--- src/rtl/memaccess_ctrl_pkg.sv ---
`default_nettype none
// +-------------------------------------------------------------------------+
// | memaccess_ctrl_pkg : opcodes, bus encodings and FSM states for MemAccess |
// | rev 1.0                                                                  |
// +-------------------------------------------------------------------------+
package memaccess_ctrl_pkg;

   localparam logic [3:0] OP_LD  = 4'b0010;
   localparam logic [3:0] OP_LDR = 4'b0110;
   localparam logic [3:0] OP_LDI = 4'b1010;
   localparam logic [3:0] OP_ST  = 4'b0011;
   localparam logic [3:0] OP_STR = 4'b0111;
   localparam logic [3:0] OP_STI = 4'b1011;

   typedef enum logic [1:0] {
      MS_RD   = 2'd0,
      MS_IND  = 2'd1,
      MS_WR   = 2'd2,
      MS_IDLE = 2'd3
   } mem_state_t;

   typedef enum logic [2:0] {
      ST_IDLE = 3'd0,
      ST_IND  = 3'd1,
      ST_RD   = 3'd2,
      ST_WR   = 3'd3,
      ST_DONE = 3'd4
   } fsm_state_t;

endpackage
`default_nettype wire

--- src/rtl/memaccess_wdog.sv ---
`default_nettype none
// +-------------------------------------------------------------------------+
// | memaccess_wdog : per-access wait counter, expires on the last allowed    |
// | wait cycle.                                              rev 1.0         |
// +-------------------------------------------------------------------------+
module memaccess_wdog #(
   parameter int TIMEOUT = 64,
   parameter int TO_W    = 7
) (
   input  logic clock,
   input  logic reset,
   input  logic clear,
   input  logic enable,
   output logic expired
);

   localparam logic [TO_W-1:0] LAST = TO_W'(TIMEOUT - 1);

   logic [TO_W-1:0] count;

   // count is 0 in the first wait cycle, so expiry on LAST gives TIMEOUT cycles
   always_ff @(posedge clock or posedge reset) begin
      if (reset) begin
         count <= '0;
      end else if (clear) begin
         count <= '0;
      end else if (enable && !expired) begin
         count <= count + 1'b1;
      end
   end

   assign expired = enable && (count == LAST);

endmodule
`default_nettype wire

--- src/rtl/memaccess_ctrl.sv ---
`default_nettype none
// +-------------------------------------------------------------------------+
// | memaccess_ctrl : LC3 MemAccess sequencer (direct and indirect accesses)  |
// | rev 1.0                                                                  |
// +-------------------------------------------------------------------------+
module memaccess_ctrl
   import memaccess_ctrl_pkg::*;
#(
   parameter int TIMEOUT = 64,
   parameter int TO_W    = 7
) (
   input  logic        clock,
   input  logic        reset,
   input  logic        exec_valid,
   input  logic [3:0]  opcode,
   input  logic [15:0] addr_in,
   input  logic [15:0] data_in,
   input  logic        complete_data,
   input  logic [15:0] data_dout,
   output logic [1:0]  mem_state,
   output logic        m_control,
   output logic [15:0] m_addr,
   output logic [15:0] m_data,
   output logic        stall,
   output logic        mem_done,
   output logic [15:0] load_data,
   output logic        timeout_err
);

   fsm_state_t  state;
   logic        ind_load;
   logic [15:0] store_data;
   logic        waiting;
   logic        wd_clear;
   logic        expired;

   assign waiting  = (state == ST_IND) || (state == ST_RD) || (state == ST_WR);
   // a completion always leaves the current wait state, so it restarts the count
   assign wd_clear = !waiting || complete_data;

   memaccess_wdog #(
      .TIMEOUT (TIMEOUT),
      .TO_W    (TO_W)
   ) u_wdog (
      .clock   (clock),
      .reset   (reset),
      .clear   (wd_clear),
      .enable  (waiting),
      .expired (expired)
   );

   always_ff @(posedge clock or posedge reset) begin
      if (reset) begin
         state       <= ST_IDLE;
         ind_load    <= 1'b0;
         store_data  <= '0;
         mem_state   <= MS_IDLE;
         m_control   <= 1'b0;
         m_addr      <= '0;
         m_data      <= '0;
         stall       <= 1'b0;
         mem_done    <= 1'b0;
         load_data   <= '0;
         timeout_err <= 1'b0;
      end else begin
         mem_done <= 1'b0;
         case (state)
            ST_IDLE: begin
               if (exec_valid) begin
                  case (opcode)
                     OP_LD, OP_LDR: begin
                        state     <= ST_RD;
                        mem_state <= MS_RD;
                        m_control <= 1'b0;
                        m_addr    <= addr_in;
                        stall     <= 1'b1;
                     end
                     OP_ST, OP_STR: begin
                        state     <= ST_WR;
                        mem_state <= MS_WR;
                        m_control <= 1'b0;
                        m_addr    <= addr_in;
                        m_data    <= data_in;
                        stall     <= 1'b1;
                     end
                     OP_LDI, OP_STI: begin
                        state      <= ST_IND;
                        mem_state  <= MS_IND;
                        m_control  <= 1'b0;
                        m_addr     <= addr_in;
                        ind_load   <= (opcode == OP_LDI);
                        store_data <= data_in;
                        stall      <= 1'b1;
                     end
                     default: ;
                  endcase
               end
            end

            ST_IND: begin
               if (complete_data) begin
                  // m_addr itself holds the captured pointer from here on
                  m_control <= 1'b1;
                  m_addr    <= data_dout;
                  if (ind_load) begin
                     state     <= ST_RD;
                     mem_state <= MS_RD;
                  end else begin
                     state     <= ST_WR;
                     mem_state <= MS_WR;
                     m_data    <= store_data;
                  end
               end else if (expired) begin
                  timeout_err <= 1'b1;
                  state       <= ST_DONE;
                  mem_state   <= MS_IDLE;
                  m_control   <= 1'b0;
                  mem_done    <= 1'b1;
               end
            end

            ST_RD, ST_WR: begin
               if (complete_data || expired) begin
                  if (complete_data) begin
                     if (state == ST_RD) begin
                        load_data <= data_dout;
                     end
                  end else begin
                     timeout_err <= 1'b1;
                  end
                  state     <= ST_DONE;
                  mem_state <= MS_IDLE;
                  m_control <= 1'b0;
                  mem_done  <= 1'b1;
               end
            end

            ST_DONE: begin
               state     <= ST_IDLE;
               mem_state <= MS_IDLE;
               stall     <= 1'b0;
            end

            default: begin
               state     <= ST_IDLE;
               mem_state <= MS_IDLE;
               m_control <= 1'b0;
               stall     <= 1'b0;
            end
         endcase
      end
   end

endmodule
`default_nettype wire

--- config.mk ---
export PLATFORM = sky130hd
export DESIGN_NAME = memaccess_ctrl
export DESIGN_NICKNAME = d
export VERILOG_FILES = /design/src/rtl/memaccess_ctrl_pkg.sv /design/src/rtl/memaccess_wdog.sv /design/src/rtl/memaccess_ctrl.sv
export SDC_FILE = /design/constraint.sdc
export NUM_CORES = 1
export LEC_CHECK = 0
export CAP_MARGIN = 20
export CORE_AREA = 4 4 97 136
export DETAILED_ROUTE_END_ITERATION = 8
export DIE_AREA = 0 0 101 140
export GPL_ROUTABILITY_DRIVEN = 0
export SYNTH_ARGS = -nofsm -noshare
export SYNTH_HDL_FRONTEND = slang
export SYNTH_HIERARCHICAL = 1
export SYNTH_SLANG_ARGS = --single-unit
--- constraint.sdc ---
create_clock -name clock -period 2.44 [get_ports clock]
set_input_delay 0.488 -clock clock [delete_from_list [all_inputs] [get_ports clock]]
set_output_delay 0.488 -clock clock [all_outputs]
set_load 0.05 [all_outputs]
==> flow_summary.yaml <==
yosys:
  synth_edf_count: 0
  syn_inst: 282
  synth_area_per_cell_um2: 13.0
  synth.distinct_cells: 43
  synth.most_common_cell: "dfrtp_1"
  synth.cell_area_mm2: 0.00366
  yosysWarnings: 6
  synth.area.top_cells: "dfrtp_1 (54%), mux2_2 (18%), mux2i_1 (4.9%)"
  synth-seq-cells: 81
  yosysTopAreaCell: "dfrtp_1"
  synth_seq_area_share_pct: 55.5
  synth_ff_type: "dfrtp_1"
  async_reset_ff_share_pct: 100
  synth_top_area_share_pct: 54.1
  syn_nets: 339
  synth_common_cells: "dfrtp_1 (79), mux2_2 (60), nor2_1 (25)"
drt:
  drc: 0
  avgViaCountPerCell: 4.72
  wl_per_cell_um: 15.3
  dr.pass1.iters: 4
  drtIter0Drc: 53
  vias: 2626
  wl_um: 8510
  postRouteAntennaNets: 0
timing:
  rsz0062_at_grt: "false"
  fmax_ghz: 0.458
  setup_tns_ns: 0
  whs_ns: 0.450
  layout_setup_ws_ns: 0.257
  tightestPinTransition_ns: 0.557
  period_share_pct: 89.5
  hold_viol_final: 0
  clock-skew-final_ns: 0.00822
  finalMaxSlewViolations: 0
  setup_viol: 0
  slew-limit-headroom_pct: 62.7
  fin_crit_ns: 2.18
power:
  p_int_mw: 4.38
  power_density_mw_per_mm2: 1470
  switching_share_pct: 43.1
  p_clk_share_pct: 17.5
  p_switching_mw: 3.32
  power_frac_seq_pct: 29.7
  ir_worst_vdd_uv: 751
  leakage_nw: 2.16
  combPwrFrac_pct: 52.8
grt:
  first_global_vias: 2842
  globalRouteOverflowTotal: 0
  grt_start_max_net_pins: 75
  grt_pass1_wl_um: 14100
  antenna_found_initial: 0
  gr-usage-all-layers_pct: 12.7
setup_path:
  slowest_delay_ns: 0.84
  ff2ff_path_depth: 7
  path_class: "flip-flop to output port"
  worstPathMaxFanout: 2
  start_kind: "flip-flop"
  required_ns: 1.95
  crit_slowest_cell: "clkdlybuf4s50_1"
  critical_path_depth: 1
  crit_path_end_kind: "output port"
  crit_arrival_ns: 1.70
  path_delay_family: "buffers and inverters"
  cp_cell_sequence: "clkdlybuf4s50_1"
  worst-path-buf-inv: 1
placed_design:
  port-buffer-count: 109
  pre_cts_ws_ns: 0.297
  placedInstanceArea_mm2: 0.00495
  dp_cells: 540
  hpwlAfterDp_um: 6080
run_status:
  status: "completed"
cts:
  cts.clk_slew.worst_paths_ns: 0.06
  htreeDepth: 3
  cts_buffers: 9
  clock_latency_ns: 0.33
  clk_path_buf_depth: 2
  ctsRootBufferMaster: "clkbuf_16"
  hold_buffers: 0
  postCtsSetupRepairBufs: 0
  tritoncts: "done"
  cts_sinks: 81
  ctsResizeCount: 0
final_layout:
  fin_area_mm2: 0.00525
  syn_to_final_growth_pct: 43.6
  final_nets: 458
  insertedDiodeCount: 0
  filler_cell_count: 1172
  final_cells: 556
  multi_input_area_mm2: 0.00150
  ff_latch_area_mm2: 0.00203
  drive_above_1_share_pct: 24.1
floorplan:
  start_util_pct: 30.3
  die-area_mm2: 0.0141
  die_w_um: 101
  core-area_mm2: 0.0121
  ios: 110
  rows: 48
  fp.dieH_um: 140
run:
  maxCapViolations: 0
worst_hold_path:
  min_path_type: "primary input to async pin"
[final timing paths]
kind                                   start         endpoint  slack, ns
worst max-delay path            mem_state[0]     mem_state[0]       0.26
worst min-delay path                   reset  u_wdog/count[0]       0.45
worst max register to register      state[1]         state[0]       0.29
worst min register to register  mem_state[0]     mem_state[0]       0.47
max in group asynchronous              reset     mem_state[0]       1.53
min in group clock              mem_state[0]     mem_state[0]       0.47
[layout by cell type, fill, tap and decap left out, types with 2 or more instances in the layout]
cell             count
buf_12               3
mux2i_1             18
dfstp_2              2
nor2_1              25
clkbuf_16            9
dfrtp_1             79
clkinv_2             3
nand3_1              2
o31ai_1              2
nor3_1               4
a21oi_1             21
buf_4                8
clkinvlp_4           2
mux2_1               6
nand2_1             10
or4_1                2
mux2_2              60
inv_1                5
a32oi_1              2
o21ai_0              4
clkdlybuf4s50_1    109
[kinds of logic (layout without fill, tap and decap cells)]
group                    Yosys count  after routing  share of synthesized area [%]
AO/OA/AOI/OAI                     38             38                           6.77
XOR/XNOR                           1              1                          0.240
adder cells (fa/ha/maj)            1              1                          0.342
buffers and inverters             18            142                           3.46
flip-flops                        81             81                           55.5
multiplexers                      84             84                           25.2
AND/OR/NAND/NOR                   59             59                           8.45
[power by group through the flow]
| stage | clock [mW] | combinational (mW) | sequential (mW) |
|---|---|---|---|
| 2_1_floorplan | 0 | 1.27 | 3.83 |
| 3_3_place_gp | 0 | 4.07 | 2.30 |
| 3_5_place_dp | 0 | 4.12 | 2.31 |
| 4_1_cts | 1.40 | 4.13 | 2.29 |
| 5_1_grt | 1.45 | 4.32 | 2.38 |
| 6_report | 1.35 | 4.07 | 2.29 |
[sequential cells by signal, summed over array words and instances, names as in the netlist, 2 cells and up]
signal and flops:
load_data 16, m_addr 16, m_data 16, mem_state 2
state 3, store_data 16, u_wdog/count 7
[area by class of cell]
type,count,area share [%]
Sequential cell,81,38.6
Multi-Input combinational cell,183,28.6
Timing Repair Buffer,120,23.1
Clock buffer,11,4.62
Tap cell,150,3.57
Clock inverter,5,1.05
Inverter,6,0.453
[stage by stage]
| step | power, mW | utilization (%) |
|---|---|---|
| 2_1_floorplan | 5.10 | - |
| 3_3_place_gp | 6.37 | 41.0 |
| 3_5_place_dp | 6.43 | 41.0 |
| 4_1_cts | 7.82 | 43.5 |
| 5_1_grt | 8.15 | 43.5 |
| 6_report | 7.70 | 43.5 |
[layer usage]
metal	track usage, %	share of wire [%]	wire (um)
met1	15.6	42	3540
met2	20.8	49	4190
met3	3.59	7.3	625
met4	4.97	1.7	144
met5	0	0	0
(Power assumes the default switching activity.)
